### src/rtl/sm3_msg_arb_if.sv
// sm3_msg_arb_if -- bundle of the request and pad-core buses around sm3_msg_arb.
//
//   Requester side : req_vld, req_d, req_vld_byte, req_lst (to arbiter),
//                    req_rdy (from arbiter). Channel i occupies slice
//                    [i*DW +: DW] of req_d and [i*DW/8 +: DW/8] of req_vld_byte.
//   Pad-core side  : msg_inpt_d, msg_inpt_vld_byte, msg_inpt_vld, msg_inpt_lst
//                    (from arbiter), msg_inpt_rdy, sm3_done (to arbiter).
//   Status         : cur_ch, busy, done_unexp (from arbiter).
//
// modport slave  : the arbiter's view.
// modport master : the surrounding system's view (requesters + pad core).
interface sm3_msg_arb_if #(
  parameter int unsigned NUM_CH = 4,
  parameter int unsigned DW     = 32
);
  localparam int unsigned CW = $clog2(NUM_CH);

  logic [NUM_CH-1:0]        req_vld;
  logic [NUM_CH*DW-1:0]     req_d;
  logic [NUM_CH*DW/8-1:0]   req_vld_byte;
  logic [NUM_CH-1:0]        req_lst;
  logic [NUM_CH-1:0]        req_rdy;

  logic [DW-1:0]            msg_inpt_d;
  logic [DW/8-1:0]          msg_inpt_vld_byte;
  logic                     msg_inpt_vld;
  logic                     msg_inpt_lst;
  logic                     msg_inpt_rdy;
  logic                     sm3_done;

  logic [CW-1:0]            cur_ch;
  logic                     busy;
  logic                     done_unexp;

  modport slave (
    input  req_vld, req_d, req_vld_byte, req_lst, msg_inpt_rdy, sm3_done,
    output req_rdy, msg_inpt_d, msg_inpt_vld_byte, msg_inpt_vld, msg_inpt_lst,
           cur_ch, busy, done_unexp
  );

  modport master (
    output req_vld, req_d, req_vld_byte, req_lst, msg_inpt_rdy, sm3_done,
    input  req_rdy, msg_inpt_d, msg_inpt_vld_byte, msg_inpt_vld, msg_inpt_lst,
           cur_ch, busy, done_unexp
  );
endinterface

### src/rtl/sm3_msg_arb.sv
// sm3_msg_arb -- lets NUM_CH requesters share one SM3 padding/expansion/
// compression datapath, one complete message at a time.
//
// Ports:
//   clk  : clock
//   rst  : asynchronous, active-high reset
//   bus  : sm3_msg_arb_if.slave (requests in, granted beats out to the pad
//          core, sm3_done back, cur_ch/busy/done_unexp status)
//
// Flow: IDLE picks a winner and registers it into cur_ch, XFER passes that
// channel's beats through combinationally until the lst beat transfers, WAIT
// holds everything off until sm3_done, then back to IDLE.
//
// Build options:
//   SM3_ARB_RR_EN   defined: round-robin starting at the pointer, pointer
//                   moves to cur_ch+1 on WAIT->IDLE.
//                   undefined: fixed priority, lowest index wins.
//   SM3_INPT_DW_64  defined: 64-bit beats, otherwise 32-bit beats.
//                   The instantiated interface must use the same DW/NUM_CH.
module sm3_msg_arb #(
  parameter int unsigned NUM_CH = 4
) (
  input  logic        clk,
  input  logic        rst,
  sm3_msg_arb_if.slave bus
);

`ifdef SM3_INPT_DW_64
  localparam int unsigned DW = 64;
`else
  localparam int unsigned DW = 32;
`endif
  localparam int unsigned BW = DW / 8;
  localparam int unsigned CW = $clog2(NUM_CH);

  localparam logic [1:0] ST_IDLE = 2'd0;
  localparam logic [1:0] ST_XFER = 2'd1;
  localparam logic [1:0] ST_WAIT = 2'd2;

  logic [1:0]        state_q, state_d;
  logic [CW-1:0]     cur_ch_q, cur_ch_d;
  logic              done_unexp_q, done_unexp_d;

  logic [CW-1:0]     win_ch;
  logic              win_vld;

  logic [DW-1:0]     sel_d;
  logic [BW-1:0]     sel_vb;
  logic              sel_vld;
  logic              sel_lst;

  logic              in_xfer;
  logic              out_vld;
  logic              beat_xfer;
  logic [NUM_CH-1:0] req_rdy;
  logic [CW-1:0]     next_ch;

  assign next_ch = (cur_ch_q == CW'(NUM_CH - 1)) ? '0 : cur_ch_q + 1'b1;

`ifdef SM3_ARB_RR_EN
  logic [CW-1:0] rr_ptr_q, rr_ptr_d;
  logic [CW:0]   dist;
  logic [CW:0]   best_dist;

  // Winner is the requester with the smallest upward distance from the
  // pointer (with wrap); scanning by distance keeps every bit select constant.
  always_comb begin
    win_ch    = '0;
    win_vld   = 1'b0;
    dist      = '0;
    best_dist = '0;
    for (int unsigned j = 0; j < NUM_CH; j++) begin
      if ((CW+1)'(j) >= {1'b0, rr_ptr_q}) begin
        dist = (CW+1)'(j) - {1'b0, rr_ptr_q};
      end else begin
        dist = (CW+1)'(j) + (CW+1)'(NUM_CH) - {1'b0, rr_ptr_q};
      end
      if (bus.req_vld[j] && (!win_vld || (dist < best_dist))) begin
        win_vld   = 1'b1;
        win_ch    = CW'(j);
        best_dist = dist;
      end
    end
  end

  always_comb begin
    rr_ptr_d = rr_ptr_q;
    if ((state_q == ST_WAIT) && bus.sm3_done) begin
      rr_ptr_d = next_ch;
    end
  end

  always_ff @(posedge clk or posedge rst) begin
    if (rst) begin
      rr_ptr_q <= '0;
    end else begin
      rr_ptr_q <= rr_ptr_d;
    end
  end
`else
  always_comb begin
    win_ch  = '0;
    win_vld = 1'b0;
    for (int unsigned j = 0; j < NUM_CH; j++) begin
      if (bus.req_vld[j] && !win_vld) begin
        win_vld = 1'b1;
        win_ch  = CW'(j);
      end
    end
  end

  // The pointer only matters for round-robin; next_ch is otherwise unused.
  logic unused_next_ch;
  assign unused_next_ch = ^next_ch;
`endif

  // Granted channel's beat, selected by a constant-index scan.
  always_comb begin
    sel_d   = '0;
    sel_vb  = '0;
    sel_vld = 1'b0;
    sel_lst = 1'b0;
    for (int unsigned i = 0; i < NUM_CH; i++) begin
      if (cur_ch_q == CW'(i)) begin
        sel_d   = bus.req_d[i*DW +: DW];
        sel_vb  = bus.req_vld_byte[i*BW +: BW];
        sel_vld = bus.req_vld[i];
        sel_lst = bus.req_lst[i];
      end
    end
  end

  assign in_xfer   = (state_q == ST_XFER);
  assign out_vld   = in_xfer & sel_vld;
  assign beat_xfer = out_vld & bus.msg_inpt_rdy;

  always_comb begin
    req_rdy = '0;
    for (int unsigned i = 0; i < NUM_CH; i++) begin
      req_rdy[i] = in_xfer && (cur_ch_q == CW'(i)) && bus.msg_inpt_rdy;
    end
  end

  always_comb begin
    state_d  = state_q;
    cur_ch_d = cur_ch_q;
    case (state_q)
      ST_IDLE: begin
        if (win_vld) begin
          state_d  = ST_XFER;
          cur_ch_d = win_ch;
        end
      end
      ST_XFER: begin
        if (beat_xfer && sel_lst) begin
          state_d = ST_WAIT;
        end
      end
      ST_WAIT: begin
        if (bus.sm3_done) begin
          state_d = ST_IDLE;
        end
      end
      default: state_d = ST_IDLE;
    endcase
  end

  assign done_unexp_d = done_unexp_q | (bus.sm3_done & (state_q != ST_WAIT));

  always_ff @(posedge clk or posedge rst) begin
    if (rst) begin
      state_q      <= ST_IDLE;
      cur_ch_q     <= '0;
      done_unexp_q <= 1'b0;
    end else begin
      state_q      <= state_d;
      cur_ch_q     <= cur_ch_d;
      done_unexp_q <= done_unexp_d;
    end
  end

  // Data, byte mask and lst are forced to zero whenever no beat is offered.
  assign bus.req_rdy           = req_rdy;
  assign bus.msg_inpt_vld      = out_vld;
  assign bus.msg_inpt_d        = out_vld ? sel_d  : '0;
  assign bus.msg_inpt_vld_byte = out_vld ? sel_vb : '0;
  assign bus.msg_inpt_lst      = out_vld & sel_lst;
  assign bus.cur_ch            = cur_ch_q;
  assign bus.busy              = (state_q == ST_XFER) || (state_q == ST_WAIT);
  assign bus.done_unexp        = done_unexp_q;

endmodule

### src/flat_wrapper.sv
// flat-port wrapper written by rule: the top's interface ports become plain ports
module sm3_msg_arb_flat 
#(
  parameter int unsigned NUM_CH = 4
)
  (clk, rst, bus_req_vld, bus_req_d, bus_req_vld_byte, bus_req_lst, bus_msg_inpt_rdy, bus_sm3_done, bus_req_rdy, bus_msg_inpt_d, bus_msg_inpt_vld_byte, bus_msg_inpt_vld, bus_msg_inpt_lst, bus_cur_ch, bus_busy, bus_done_unexp);
  sm3_msg_arb_if #(.NUM_CH(NUM_CH)) bus_i ();
  input  logic clk;
  input  logic rst;
  input wire logic [$bits(bus_i.req_vld)-1:0] bus_req_vld;
  input wire logic [$bits(bus_i.req_d)-1:0] bus_req_d;
  input wire logic [$bits(bus_i.req_vld_byte)-1:0] bus_req_vld_byte;
  input wire logic [$bits(bus_i.req_lst)-1:0] bus_req_lst;
  input wire logic [$bits(bus_i.msg_inpt_rdy)-1:0] bus_msg_inpt_rdy;
  input wire logic [$bits(bus_i.sm3_done)-1:0] bus_sm3_done;
  output wire logic [$bits(bus_i.req_rdy)-1:0] bus_req_rdy;
  output wire logic [$bits(bus_i.msg_inpt_d)-1:0] bus_msg_inpt_d;
  output wire logic [$bits(bus_i.msg_inpt_vld_byte)-1:0] bus_msg_inpt_vld_byte;
  output wire logic [$bits(bus_i.msg_inpt_vld)-1:0] bus_msg_inpt_vld;
  output wire logic [$bits(bus_i.msg_inpt_lst)-1:0] bus_msg_inpt_lst;
  output wire logic [$bits(bus_i.cur_ch)-1:0] bus_cur_ch;
  output wire logic [$bits(bus_i.busy)-1:0] bus_busy;
  output wire logic [$bits(bus_i.done_unexp)-1:0] bus_done_unexp;
  assign bus_i.req_vld = bus_req_vld;
  assign bus_i.req_d = bus_req_d;
  assign bus_i.req_vld_byte = bus_req_vld_byte;
  assign bus_i.req_lst = bus_req_lst;
  assign bus_i.msg_inpt_rdy = bus_msg_inpt_rdy;
  assign bus_i.sm3_done = bus_sm3_done;
  assign bus_req_rdy = bus_i.req_rdy;
  assign bus_msg_inpt_d = bus_i.msg_inpt_d;
  assign bus_msg_inpt_vld_byte = bus_i.msg_inpt_vld_byte;
  assign bus_msg_inpt_vld = bus_i.msg_inpt_vld;
  assign bus_msg_inpt_lst = bus_i.msg_inpt_lst;
  assign bus_cur_ch = bus_i.cur_ch;
  assign bus_busy = bus_i.busy;
  assign bus_done_unexp = bus_i.done_unexp;
  sm3_msg_arb #(.NUM_CH(NUM_CH)) u_core (.clk(clk), .rst(rst), .bus(bus_i));
endmodule
### config.mk
export PLATFORM = sky130hd
export DESIGN_NAME = sm3_msg_arb_flat
export DESIGN_NICKNAME = d
export VERILOG_FILES = /design/src/rtl/sm3_msg_arb_if.sv /design/src/rtl/sm3_msg_arb.sv /design/src/flat_wrapper.sv
export SDC_FILE = /design/constraint.sdc
export NUM_CORES = 1
export LEC_CHECK = 0
export ABC_CLOCK_PERIOD_IN_PS = 5000
export CORE_MARGIN = 5
export CORE_UTILIZATION = 27
export DETAILED_ROUTE_END_ITERATION = 8
export HOLD_SLACK_MARGIN = 0.15
export PLACE_DENSITY = 0.88
export SLEW_MARGIN = 15
export SYNTH_ARGS = -nofsm -noshare
export SYNTH_HDL_FRONTEND = slang
export SYNTH_SLANG_ARGS = --single-unit
### constraint.sdc
create_clock -name clk -period 5 [get_ports clk]
set_clock_uncertainty 0.15 [all_clocks]
set_input_delay 0.5 -clock clk [delete_from_list [all_inputs] [get_ports clk]]
set_output_delay 0.5 -clock clk [all_outputs]
set_load 0.05 [all_outputs]
# After elaboration in Yosys (flattened, before gate mapping)
# Index checks and enable logic that the tools add are counted.
word_totals:
  latch_bits: 0
  inputBits: 156
  mem_count: 0
  regBits: 5
  romBits: 0
  ramBits: 0
classes:
  mux: 29
  magnitude_cmp: 0
  add_sub_neg: 0
  bitwise: 5
  reduce_logical: 20
  div: 0
  multipliers: 0
  n_eq_ne: 9
  n_shift: 0
ops:
  columns: ["operator", "n"]
  rows:
  - ["$mux W32", 5]
  - ["$mux W4", 5]
  - ["$mux W1", 13]
  - ["$logic_and A1 B1 Y1", 12]
  - ["$mux W2", 5]
  - ["$eq A2 B2 Y1 const B", 3]
  - ["$ne A2 B2 Y1 const B", 3]
  - ["$pmux W2 S3", 1]
  - ["$and A1 B1 Y1", 4]
  - ["$eq A2 B1 Y1 const B", 2]
  - ["$logic_not A2 Y1", 2]
  - ["$logic_not A1 Y1", 3]
  - ["$reduce_and A3 Y1", 1]
  - ["$ne A2 B1 Y1 const B", 1]
  - ["$reduce_and A2 Y1", 1]
  - ["$logic_or A1 B1 Y1", 1]
  - ["$or A1 B1 Y1", 1]

# Logic depth before layout (Yosys ltp)
# Gate-level depths: netlist of the first run.
logic_depth:
  ltp_word: 12
  ltp_mapped: 5

# Worst setup path before layout of the first run
# No wires, ideal clock.
synth_timing:
  path_kind: "flip-flop to output port"
  startpoint: "register u_core.cur_ch_q[1] (netlist: u_core.bus.cur_ch[1])"
  endpoint: "output port bus_req_rdy[2]"
  required_time_ps: 4350
  slack_ps: 1984
  arrival_time_ps: 2366
  path_stages_with_launch: 5
  path_cell_list: "dfrtp_1 buf_2 buf_2 inv_1 nor3_1"
synth_between:
  elab_chain_cells: 3
synth_rtl:
  columns: ["element", "line_no", "source"]
  rows:
  - ["start, declared", "sm3_msg_arb.sv:41", "logic [CW-1:0] cur_ch_q, cur_ch_d;"]
  - ["start signal, assigned", "sm3_msg_arb.sv:177", "cur_ch_q <= cur_ch_d;"]
  - ["$eq A2 B2 Y1", "sm3_msg_arb.sv:140", "req_rdy[i] = in_xfer && (cur_ch_q == CW'(i)) && bus.msg_inpt_rdy;"]
  - ["$logic_and A1 B1 Y1 (2 in series)", "sm3_msg_arb.sv:140", null]
  - ["end, declared", "flat_wrapper.sv:16", "output wire logic [$bits(bus_i.req_rdy)-1:0] bus_req_rdy;"]
# Every way passes these cells.

# Worst setup path after layout of the first run
layout_timing:
  startpoint: "register u_core.cur_ch_q[1] (netlist: u_core.bus.cur_ch[1])"
  endpoint: "output port bus_msg_inpt_d[0]"
layout_between:
  elab_chain_cells: 7
layout_rtl:
  columns: ["element", "line_no", "source"]
  rows:
  - ["$logic_not A2 Y1", "sm3_msg_arb.sv:124", "if (cur_ch_q == CW'(i)) begin"]
  - ["$mux W1 (4 in series)", "sm3_msg_arb.sv:124", null]
  - ["$and A1 B1 Y1", "sm3_msg_arb.sv:134", "assign out_vld = in_xfer & sel_vld;"]
  - ["$mux W32 *", "sm3_msg_arb.sv:185", "assign bus.msg_inpt_d = out_vld ? sel_d : '0;"]
  - ["end, declared", "flat_wrapper.sv:17", "output wire logic [$bits(bus_i.msg_inpt_d)-1:0] bus_msg_inpt_d;"]
# Mark *: on every way between the ends. The rest lies on a longest branch, timed or not.

==> impl_table.tex, run 1 <==
\begin{tabular}{lr}
\hline
Metric & Value \\
\hline
\multicolumn{2}{l}{\textbf{Yosys}} \\
\quad Post-synth EDFFs & 0 \\
\quad Largest family of logic cells by synthesized area & multiplexers \\
\quad Seq/Total Area, Yosys & 8.425\% \\
\quad Synth Area in Simple Gates & between 10\% and 20\% \\
\quad Async S/R FF share, synth & 100.0\% \\
\quad Post-synthesis cell count & roughly 130 \\
\quad Compound-cell area share of the yosys netlist & $\sim$3.7\% \\
\quad Most instantiated flip-flop cell in the synthesis netlist & dfrtp\_1 \\
\quad Xor and xnor area share after synthesis & 0\% \\
\quad Syn avg cell area & 11.69 um2 \\
\quad Number of distinct library cells after synthesis & 20 \\
\quad Synth Net Count & roughly 290 \\
\quad Multiplexer share of the synthesized area & between 50\% and 60\% \\
\quad Post-Synthesis Cell Area & 1485 um2 \\
\quad Synthesis Warnings & 0 \\
\quad Adder and majority cell fraction of the synthesized area & under 10\% \\
\quad Flop and latch count out of synthesis & 5 \\
\multicolumn{2}{l}{\textbf{Global routing}} \\
\quad GRT Util Overall & 20.16\% \\
\quad Initial antenna violation count & 0 \\
\quad First-pass GRT wire length & 11340 um \\
\quad GR Layer Usage met2 & 38.31\% \\
\quad Number of global-route vias before repair & $\sim$2200 \\
\quad Gr busiest metal & met2 \\
\quad Met3 Resource Use GR & 4.612\% \\
\quad Maximum number of pins on one net before global-route repair & 43 \\
\quad Leftover overflow at the end of global routing & 0 \\
\quad Routing usage on met1 & a little over a fifth \\
\multicolumn{2}{l}{\textbf{Layout}} \\
\quad Net count of the finished layout & 477 \\
\quad Top library cells by usage in the layout, fill and taps aside & 201 x clkdlybuf4s50\_1, 38 x mux4\_2, 37 x and3\_1 \\
\quad Multi-input gate area in the final layout & 1265 um2 \\
\quad Number of inserted filler cells in the final layout & 440 \\
\quad Register area & about 130 um2 \\
\quad Antenna Diode Count & 0 \\
\quad Most frequent standard cell in the layout excluding fill and tap cells & clkdlybuf4s50\_1 \\
\quad Fraction of layout cells with a size suffix above 1 & 15.19\% \\
\quad Area grow syn2layout & 140.4\% \\
\multicolumn{2}{l}{\textbf{Clocking}} \\
\quad Clk sink count & 5 \\
\quad Total clock buffers created by CTS & 3 \\
\quad Clock tree from TritonCTS & done \\
\quad Post-cts sizing count & 0 \\
\quad Maximum clock path buffer count & 2 \\
\quad Buffers inserted during post-CTS setup optimization & 0 \\
\quad Number of H-tree levels & 1 \\
\quad Number of hold buffers added after cts & 0 \\
\quad Clock root buffer & clkbuf\_8 \\
\quad Clock-pin slew reported for the worst setup and hold paths after clock tree synthesis & about 40 ps \\
\quad Clk\_lat worst skew & 220 ps \\
\multicolumn{2}{l}{\textbf{Drt}} \\
\quad Number of routed nets with antenna violations & 0 \\
\quad Overall routed net length & between 7000 and 8000 um \\
\quad Total number of vias & 1975 \\
\quad Count of TritonRoute iterations in the first routing pass & 4 \\
\quad Number of vias per cell & between 5 and 6 \\
\quad Routed len/inst & about 20 um \\
\quad Violation count after the first detailed-routing iteration & 71 \\
\quad Detailed-route DRC error count & 0 \\
\multicolumn{2}{l}{\textbf{Place}} \\
\quad Number of buffers added on ports & $\sim$200 \\
\quad Global placer's final weighted congestion & slightly below 0.8 \\
\quad Post-DP HPWL & around 6300 um \\
\multicolumn{2}{l}{\textbf{Die}} \\
\quad Overall die area & between 7000 and 8000 um2 \\
\quad Initial cell density of the core & 27.31\% \\
\quad Count of boundary I/O pins & roughly 200 \\
\quad Die Span Y & between 80 and 90 um \\
\quad Area of the core region & approximately 5400 um2 \\
\quad Number of rows in the core area & 27 \\
\quad DIE WIDTH & approximately 84 um \\
\multicolumn{2}{l}{\textbf{Setup path}} \\
\quad Source of the worst register-to-register timing path & u\_core.bus.cur\_ch[1] \\
\quad Worst Path Arrival & around 3100 ps \\
\quad Data required time at the worst endpoint & about 4400 ps \\
\quad Top fanout value on the critical path & 42 \\
\quad Reg2Reg Depth & 4 \\
\quad Crit Path Category & register to output port \\
\quad R2r setup slk & 1970 ps \\
\quad Nature of the critical path startpoint & register \\
\quad Critical Path End Type & output port \\
\quad Reg-to-Reg End & u\_core.state\_q[0] \\
\multicolumn{2}{l}{\textbf{Pwr}} \\
\quad Overall Power & approximately 1.6 mW \\
\quad P\_leak & between 1 and 1.5 nW \\
\quad Power density over cell area & around 450 nW/um2 \\
\quad Maximum ir drop on the vdd rail & 0.3852 mV \\
\multicolumn{2}{l}{\textbf{Timing}} \\
\quad Final max-slew violation count & 0 \\
\quad Maximum operating frequency & around 270 MHz \\
\quad Number of setup violations in the final report & 0 \\
\quad Transition time at the pin with the least slew margin & slightly above 900 ps \\
\quad Setup total negative slack & 0 ps \\
\quad Relative slew slack & between 30\% and 40\% \\
\quad Count of endpoints failing hold in the final timing report & 0 \\
\quad Tcrit/Tclk final & about three quarters \\
\quad Shortest period the worst path allows & about 3800 ps \\
\quad RSZ-0062 raised after global routing & no \\
\multicolumn{2}{l}{\textbf{Run status}} \\
\quad Status & finished, final reports clean \\
\multicolumn{2}{l}{\textbf{Min path}} \\
\quad Tightest Hold Check Type & primary input to asynchronous set/reset pin \\
\multicolumn{2}{l}{\textbf{Flow run}} \\
\quad Max-capacitance violation count & 0 \\
\hline
\end{tabular}
## per-layer routing
metal  wire [um]  up-vias
met5           0        -
met1        2770      935
met3         598       14
li1            -      909
met2        4033      117
met4         199        0
## cells by family after synthesis
family / count (synthesis)
AO/OA/AOI/OAI: 8
flip-flops: 5
AND/OR/NAND/NOR: 47
multiplexers: 40
buffers and inverters: 23
adder cells (fa/ha/maj): 4
## how the worst max path moves through the flow
stage	from	endpoint
floorplan	u_core.bus.cur_ch[1]	bus_req_rdy[2]
global placement	u_core.bus.cur_ch[1]	bus_msg_inpt_d[31]
detailed placement	u_core.bus.cur_ch[1]	bus_msg_inpt_d[0]
CTS	u_core.bus.cur_ch[1]	bus_msg_inpt_d[0]
global route	u_core.bus.cur_ch[1]	bus_msg_inpt_d[0]
finish	u_core.bus.cur_ch[1]	bus_msg_inpt_d[0]
## layout make-up
| cell class | count | share of cell area (%) |
|---|---|---|
| Timing Repair Buffer | 202 | 56.55 |
| Inverter | 6 | 0.6307 |
| Clock inverter | 1 | 0.1402 |
| Clock buffer | 3 | 1.156 |
| Multi-Input combinational cell | 99 | 35.42 |
| Sequential cell | 5 | 3.574 |
| Tap cell | 72 | 2.523 |
## synthesized netlist by cell type, types with 2 or more instances
master     n  area, um2
mux4_2    38      855.8
and3_1    37      231.5
clkbuf_1  10      37.54
buf_2      6      30.03
inv_1      6      22.52
dfrtp_1    5      125.1
ha_1       4      50.05
o21a_1     3      22.52
mux2_2     2      22.52
nand2_1    2      7.510
nand3_1    2      10.01
nor2_1     2      7.510
nor3_1     2      10.01
o21ai_0    2      10.01
## stage by stage
stage	std cells	hold WS, ps	util [%]	instance area [um2]	worst slack [ps]
3_3_place_gp	384	314.0	64.76	3522	1484
4_1_cts	388	338.5	65.61	3568	1229
2_1_floorplan	127	128.5	-	1485	1984
6_report	388	336.7	65.65	3571	1249
5_1_grt	388	341.7	65.65	3571	1087
3_5_place_dp	384	330.2	64.76	3522	1471
## power breakdown
group	internal, mW	switching, mW
Combinational	0.655	0.700
Sequential	0.0568	0.117
Clock	0.0537	0.0218
## flip-flops by register name, summed over array words and instances, names as in the netlist
signal,count
u_core.bus.done_unexp,1
u_core.state_q,2
u_core.bus.cur_ch,2
## worst max-delay path, cell delays in order, from the launching register on
cell	delay (ps)
dfrtp_2	980
mux4_2	800
and3_1	250
clkdlybuf4s50_1	830
Note: power is estimated with default switching activity, not from simulation.
==> run 2, diff against run 1 <==
- ABC_CLOCK_PERIOD_IN_PS: 5000 -> 3180
- CORE_UTILIZATION: 27 -> 23
- PLACE_DENSITY: 0.88 -> 0.79
- clock period: 5 -> 3.18 ns (I/O delays scaled with it)
==> run 2 against run 1 <==
  * Flip-flop and latch count unchanged
  * First-iteration DRC count down 66%
  * Via count up 0.20%
  * Hold slack better by 32 ps
  * Non-clock buffer count up 4
  * Clock power up 58%
  * Utilization down 9.8 points
  * Power up 59%
  * Critical path depth down 1
  * Sequential share of layout area about the same
  * Setup slack worse by 720 ps
  * Wire length up 3.9%
  * Largest cell class unchanged
==> impl_table.tex, run 2 (synthesis results as in run 1) <==
\begin{tabular}{lr}
\hline
Metric & Value \\
\hline
\multicolumn{2}{l}{\textbf{Drt}} \\
\quad Count of TritonRoute iterations in the first routing pass & 4 (unchanged) \\
\quad Number of routed nets with antenna violations & 0 (unchanged) \\
\quad Routed len/inst & 19.90 um (+1.6\%) \\
\quad Number of vias per cell & 4.985 (-2.1\%) \\
\quad Total number of vias & 1979 (+0.20\%) \\
\quad Detailed-route DRC error count & 0 (unchanged) \\
\quad Overall routed net length & 7901 um (+3.9\%) \\
\quad Violation count after the first detailed-routing iteration & 24 (-66\%) \\
\multicolumn{2}{l}{\textbf{Place}} \\
\quad Post-DP HPWL & 6543 um (+3.6\%) \\
\quad Number of buffers added on ports & 201 (unchanged) \\
\quad Global placer's final weighted congestion & 0.8027 (+3.3\%) \\
\quad Pre-CTS worst setup slack & 586.0 ps (-885.1 ps) \\
\multicolumn{2}{l}{\textbf{Layout}} \\
\quad Antenna Diode Count & 0 (unchanged) \\
\quad Top library cells by usage in the layout, fill and taps aside & 159 x clkdlybuf4s50\_1, 44 x buf\_4, 38 x mux4\_2 \\
\quad Number of inserted filler cells in the final layout & 591 (+34\%) \\
\quad Fraction of layout cells with a size suffix above 1 & 28.44\% (+13 points) \\
\quad Net count of the finished layout & 481 (+0.84\%) \\
\quad Area grow syn2layout & 137.4\% \\
\quad Most frequent standard cell in the layout excluding fill and tap cells & clkdlybuf4s50\_1 \\
\multicolumn{2}{l}{\textbf{Setup path}} \\
\quad Family of cells with the greatest summed delay on the critical path & buffers and inverters \\
\quad Critical Path End Type & output port \\
\quad Critical path buffer and inverter count & 2 (+1) \\
\quad Worst Path Arrival & 2190 ps (-910 ps) \\
\quad Crit-path cells & buf\_4 -> clkdlybuf4s50\_1 \\
\quad CP max-delay cell & clkdlybuf4s50\_1 \\
\quad Top fanout value on the critical path & 22 (-48\%) \\
\quad Max incr delay on CP & 870 ps (-110 ps) \\
\quad R2r setup slk & 690 ps (-1280 ps) \\
\quad Nature of the critical path startpoint & register \\
\quad Crit Path Category & register to output port \\
\quad Data required time at the worst endpoint & 2710 ps (-1640 ps) \\
\multicolumn{2}{l}{\textbf{Clocking}} \\
\quad Clock tree from TritonCTS & done \\
\quad Maximum clock path buffer count & 2 (unchanged) \\
\quad Buffers inserted during post-CTS setup optimization & 0 (unchanged) \\
\quad Clock-pin slew reported for the worst setup and hold paths after clock tree synthesis & 40 ps (about the same) \\
\quad Total clock buffers created by CTS & 3 (unchanged) \\
\quad Clock root buffer & clkbuf\_8 \\
\quad Clk sink count & 5 (unchanged) \\
\quad Clk\_lat worst skew & 230 ps (about the same) \\
\quad Number of H-tree levels & 1 (unchanged) \\
\multicolumn{2}{l}{\textbf{Die}} \\
\quad Die Span Y & 90.36 um (+7.4\%) \\
\quad Number of rows in the core area & 29 (+7.4\%) \\
\quad Area of the core region & 6314 um2 (+16\%) \\
\quad Initial cell density of the core & 23.52\% (-3.8 points) \\
\quad Overall die area & 8164 um2 (+15\%) \\
\quad DIE WIDTH & 90.36 um (+7.4\%) \\
\quad Count of boundary I/O pins & 202 (unchanged) \\
\multicolumn{2}{l}{\textbf{Global routing}} \\
\quad GR Layer Usage met2 & 36.16\% (-2.1 points) \\
\quad Initial antenna violation count & 0 (unchanged) \\
\quad Met3 Resource Use GR & 6.083\% (+1.5 points) \\
\quad Leftover overflow at the end of global routing & 0 (unchanged) \\
\quad Number of global-route vias before repair & 2296 (+3.5\%) \\
\quad Gr busiest metal & met2 \\
\quad Maximum number of pins on one net before global-route repair & 43 (unchanged) \\
\quad First-pass GRT wire length & 12280 um (+8.3\%) \\
\quad Routing usage on met1 & 18.71\% (-3.2 points) \\
\quad GRT Util Overall & 18.69\% (-1.5 points) \\
\multicolumn{2}{l}{\textbf{Run status}} \\
\quad Status & finished, final reports clean \\
\multicolumn{2}{l}{\textbf{Timing}} \\
\quad Setup total negative slack & 0 ps (unchanged) \\
\quad Final max-slew violation count & 0 (unchanged) \\
\quad Tcrit/Tclk final & between 80\% and 90\% \\
\quad RSZ-0062 raised after global routing & no \\
\quad Count of endpoints failing hold in the final timing report & 0 (unchanged) \\
\quad Number of setup violations in the final report & 0 (unchanged) \\
\quad Worst setup margin & 524.4 ps (-724.5 ps) \\
\quad Shortest period the worst path allows & approximately 2700 ps \\
\quad Maximum operating frequency & $\sim$380 MHz \\
\quad Transition time at the pin with the least slew margin & 544.0 ps (-390.2 ps) \\
\quad Relative slew slack & 63.74\% (+26 points) \\
\multicolumn{2}{l}{\textbf{Pwr}} \\
\quad Power density over cell area & 722.4 nW/um2 (+61\%) \\
\quad Overall Power & 2.547 mW (+59\%) \\
\quad Net Sw Frac & 53.20\% (+0.90 points) \\
\quad Net Switching & 1.355 mW (+61\%) \\
\quad Proportion of power drawn by combinational gates & 88.8\% (+4.4 points) \\
\quad Relative contribution of the clock network to total power & 4.7\% (about the same) \\
\quad Maximum ir drop on the vdd rail & 0.5439 mV (+41\%) \\
\quad Part of the power in registers & 6.6\% (-4.3 points) \\
\quad P\_leak & 1.507 nW (+7.5\%) \\
\quad Internal Pwr Total & 1.192 mW (+56\%) \\
\multicolumn{2}{l}{\textbf{Flow run}} \\
\quad Max-capacitance violation count & 0 (unchanged) \\
\multicolumn{2}{l}{\textbf{Min path}} \\
\quad Tightest Hold Check Type & register to register \\
\hline
\end{tabular}
run 2: changes by cell type in the layout (fill, tap and decap cells not counted), sizes merged:
cell,change
dlygate4sd3,+1
clkinv,-1
clkdlybuf4s50,-42
buf,+45
clkbuf,+1
run 2: worst reg2reg max path, delay by kind of cell (launching register included):
| family | cells | cell delay (ps) |
|---|---|---|
| AO/OA/AOI/OAI | 1 | 450 |
| flip-flops | 1 | 690 |
| multiplexers | 2 | 960 |
| AND/OR/NAND/NOR | 1 | 120 |
run 2: per-layer routing:
metal / wire [um] / share of wire, %
met1: 2741 / 35
met2: 4286 / 54
met3: 696 / 8.8
met4: 176 / 2.2
met5: 0 / 0
run 2: timing repair:
| action | 4_1_cts | 5_1_grt |
|---|---|---|
| resized for setup | 0 | 0 |
| endpoints found under the hold margin | 2 | 0 |
| hold buffers | 1 | 0 |
run 2: stage by stage:
stage | std cells | hold WS [ps] | instance area, um2 | util (%)
final | 397 | 368.7 | 3526 | 55.85
after global routing | 397 | 404.1 | 3526 | 55.85
after CTS | 397 | 377.0 | 3526 | 55.85
after detailed placement | 392 | 357.8 | 3471 | 54.97
after global placement | 392 | 319.0 | 3471 | 54.97
after floorplan | 127 | -53.48 | 1485 | -
run 2: layout make-up:
type | instances | area [um2] | area share, %
Timing Repair Buffer | 206 | 1972 | 55.93
Sequential cell | 5 | 127.6 | 3.620
Clock buffer | 4 | 45.04 | 1.278
Tap cell | 77 | 96.34 | 2.732
Multi-Input combinational cell | 99 | 1262 | 35.81
Inverter | 6 | 22.52 | 0.6388
run 2: final timing paths:
path	start	to	depth (start not counted)
worst max-delay path	u_core.bus.cur_ch[1]	bus_cur_ch[1]	2
worst min-delay path	u_core.bus.done_unexp	u_core.bus.done_unexp	1
worst max register to register	u_core.bus.cur_ch[1]	u_core.state_q[1]	4
worst min register to register	u_core.bus.done_unexp	u_core.bus.done_unexp	1
max in group asynchronous	rst	u_core.bus.cur_ch[0]	3
min in group asynchronous	rst	u_core.state_q[1]	3
run 2: power groups by stage:
stage / Combinational, mW / Clock, mW / Sequential [mW]
2_1_floorplan: 1.59 / 0 / 0.156
3_3_place_gp: 2.25 / 0 / 0.169
3_5_place_dp: 2.28 / 0 / 0.170
4_1_cts: 2.29 / 0.123 / 0.169
5_1_grt: 2.41 / 0.127 / 0.175
6_report: 2.26 / 0.119 / 0.167
==> run 3, diff against run 2 <==
- ABC_CLOCK_PERIOD_IN_PS: 3180 -> 2200
- clock period: 3.18 -> 2.2 ns (I/O delays scaled with it)
==> run 3 against run 2 <==
  * Hold slack worse by 43 ps
  * Largest power group unchanged
  * Highest routed layer unchanged
  * First-iteration DRC count increased by 29%
  * Sequential share of layout area shrank 0.43 points
  * The flow now finishes with violations (negative setup slack)
  * Wire length is 0.67% lower
  * Via count increased by 3.6%
  * Largest cell class unchanged
  * Sequential power up 14%
  * Critical path depth grew 3
==> impl_table.tex, run 3 (synthesis results as in run 1) <==
\begin{tabular}{lr}
\hline
Metric & Value \\
\hline
\multicolumn{2}{l}{\textbf{Place}} \\
\quad Number of buffers added on ports & 201 (unchanged) \\
\quad Global placer's final weighted congestion & 0.8178 (+1.9\%) \\
\quad Post-DP HPWL & 6338 um (-3.1\%) \\
\quad Area after detailed placement & 3764 um2 (+8.4\%) \\
\quad Total instance count after detailed placement & 401 (+2.3\%) \\
\quad Pre-CTS worst setup slack & 71.15 ps (-514.9 ps) \\
\multicolumn{2}{l}{\textbf{Timing}} \\
\quad RSZ-0062 raised after global routing & yes \\
\quad Maximum operating frequency & between 400 and 500 MHz \\
\quad Shortest period the worst path allows & around 2200 ps \\
\quad Relative slew slack & 66.54\% (+2.8 points) \\
\quad Number of setup violations in the final report & 2 (+2) \\
\quad Tcrit/Tclk final & 100.2\% \\
\quad Transition time at the pin with the least slew margin & 500.4 ps (-43.59 ps) \\
\quad Count of endpoints failing hold in the final timing report & 0 (unchanged) \\
\quad Worst setup margin & -5.086 ps (-529.5 ps) \\
\quad Final max-slew violation count & 0 (unchanged) \\
\multicolumn{2}{l}{\textbf{Layout}} \\
\quad Antenna Diode Count & 0 (unchanged) \\
\quad Area grow syn2layout & 169.3\% \\
\quad Fraction of layout cells with a size suffix above 1 & 42.51\% (+14 points) \\
\quad Final instance count without filler cells & 411 (+3.5\%) \\
\quad Post-route cell area & 4000 um2 (+13\%) \\
\quad Top library cells by usage in the layout, fill and taps aside & 156 x clkdlybuf4s50\_1, 38 x mux4\_2, 26 x buf\_6 \\
\quad Most frequent standard cell in the layout excluding fill and tap cells & clkdlybuf4s50\_1 \\
\quad Net count of the finished layout & 495 (+2.9\%) \\
\multicolumn{2}{l}{\textbf{Clocking}} \\
\quad Clock root buffer & clkbuf\_8 \\
\quad Maximum clock path buffer count & 2 (unchanged) \\
\quad Total clock buffers created by CTS & 3 (unchanged) \\
\quad Clk sink count & 5 (unchanged) \\
\quad Clk\_lat worst skew & 220 ps (about the same) \\
\quad Number of H-tree levels & 1 (unchanged) \\
\quad Clock-pin slew reported for the worst setup and hold paths after clock tree synthesis & 40 ps (about the same) \\
\quad Clock tree from TritonCTS & done \\
\multicolumn{2}{l}{\textbf{Setup path}} \\
\quad Nature of the critical path startpoint & register \\
\quad Top fanout value on the critical path & 38 (+73\%) \\
\quad Crit Path Category & register to output port \\
\quad Critical Path End Type & output port \\
\quad Worst Path Arrival & 1840 ps (-350 ps) \\
\quad Data required time at the worst endpoint & 1830 ps (-880 ps) \\
\multicolumn{2}{l}{\textbf{Flow run}} \\
\quad Max-capacitance violation count & 0 (unchanged) \\
\multicolumn{2}{l}{\textbf{Global routing}} \\
\quad Leftover overflow at the end of global routing & 0 (unchanged) \\
\quad First-pass GRT wire length & 12100 um (-1.5\%) \\
\quad Number of global-route vias before repair & 2310 (+0.61\%) \\
\quad Maximum number of pins on one net before global-route repair & 39 (-9.3\%) \\
\quad Initial antenna violation count & 0 (unchanged) \\
\quad GRT Util Overall & 18.05\% (-0.63 points) \\
\multicolumn{2}{l}{\textbf{Drt}} \\
\quad Routed len/inst & 19.09 um (-4.1\%) \\
\quad Number of routed nets with antenna violations & 0 (unchanged) \\
\quad Total number of vias & 2050 (+3.6\%) \\
\quad Violation count after the first detailed-routing iteration & 31 (+29\%) \\
\quad Number of vias per cell & 4.988 (about the same) \\
\quad Detailed-route DRC error count & 0 (unchanged) \\
\quad Count of TritonRoute iterations in the first routing pass & 4 (unchanged) \\
\quad Overall routed net length & 7848 um (-0.67\%) \\
\multicolumn{2}{l}{\textbf{Pwr}} \\
\quad Power density over cell area & 1085 nW/um2 (+50\%) \\
\quad Overall Power & 4.341 mW (+70\%) \\
\quad P\_leak & 1.636 nW (+8.5\%) \\
\quad Maximum ir drop on the vdd rail & 0.7307 mV (+34\%) \\
\multicolumn{2}{l}{\textbf{Run status}} \\
\quad Status & finished with violations \\
\quad Violated checks & negative setup slack \\
\multicolumn{2}{l}{\textbf{Min path}} \\
\quad Tightest Hold Check Type & register to register \\
\multicolumn{2}{l}{\textbf{Die}} \\
\quad DIE WIDTH & 90.36 um (unchanged) \\
\quad Overall die area & 8164 um2 (unchanged) \\
\quad Die Span Y & 90.36 um (unchanged) \\
\quad Initial cell density of the core & 23.52\% (unchanged) \\
\quad Number of rows in the core area & 29 (unchanged) \\
\quad Area of the core region & 6314 um2 (unchanged) \\
\quad Count of boundary I/O pins & 202 (unchanged) \\
\hline
\end{tabular}
==> run 3: changes by cell type in the layout (fill, tap and decap cells not counted), moves of 3 or more <==
cell / before / now
buf_4: 44 / 21
and3_2: 0 / 22
clkdlybuf4s50_1: 159 / 156
and3_1: 37 / 5
buf_6: 0 / 26
buf_12: 2 / 15
and3_4: 0 / 10
==> run 3: per-stage QoR <==
stage / setup TNS (ps) / util (%) / hold WS, ps
6_report: -6.891 / 63.36 / 326.0
5_1_grt: -990.7 / 63.36 / 363.7
4_1_cts: 0 / 61.89 / 330.7
3_5_place_dp: 0 / 59.61 / 299.2
3_3_place_gp: 0 / 59.61 / 292.2
2_1_floorplan: -415.4 / - / -151.6
==> run 3: path summary, 6_finish.rpt <==
kind,from,endpoint,slack [ps],cells past startpoint
max in group asynchronous,rst,u_core.bus.cur_ch[1],1070,3
min in group asynchronous,rst,u_core.bus.done_unexp,620,3
worst min-delay path,u_core.bus.done_unexp,u_core.bus.done_unexp,330,1
worst max register to register,u_core.bus.cur_ch[0],u_core.state_q[0],20,7
worst max-delay path,u_core.bus.cur_ch[0],bus_msg_inpt_d[8],-5,5
worst min register to register,u_core.bus.done_unexp,u_core.bus.done_unexp,330,1
==> run 3: worst max-delay path, cell delays in order (launching register included) <==
cell,delay [ps]
dfrtp_2,360
buf_4,120
mux4_2,540
buf_12,200
and3_2,200
buf_4,180
==> run 3: power by group <==
group | switching [mW] | internal (mW)
Sequential | 0.0562 | 0.134
Combinational | 1.98 | 2.00
Clock | 0.0477 | 0.125
==> run 3: cell type report <==
type | instances | area, um2
repair buffers | 220 | 2355
fillers | 510 | 2313
multi-input cells | 99 | 1354
flip-flops and latches | 5 | 127.6
well taps | 77 | 96.34
clock buffers | 4 | 45.04
inverters | 6 | 22.52
==> run 3: per-layer routing <==
metal	wire length, um	global-route usage [%]	vias up	part of all wire (%)
met4	165	4.467	0	2.1
met3	534	4.917	16	6.8
met5	0	0	-	0
met1	2847	20.25	998	36
met2	4301	33.48	90	55
li1	-	-	946	-
==> run 3: timing repair <==
| action | CTS | global route |
|---|---|---|
| hold buffers | 1 | 0 |
| pin swaps | 0 | 0 |
| gates resized for setup | 9 | 22 |
| setup endpoints to repair | 34 | 35 |
| setup buffers | 3 | 1 |
| cloned | 1 | 0 |
| endpoints found under the hold margin | 5 | 0 |
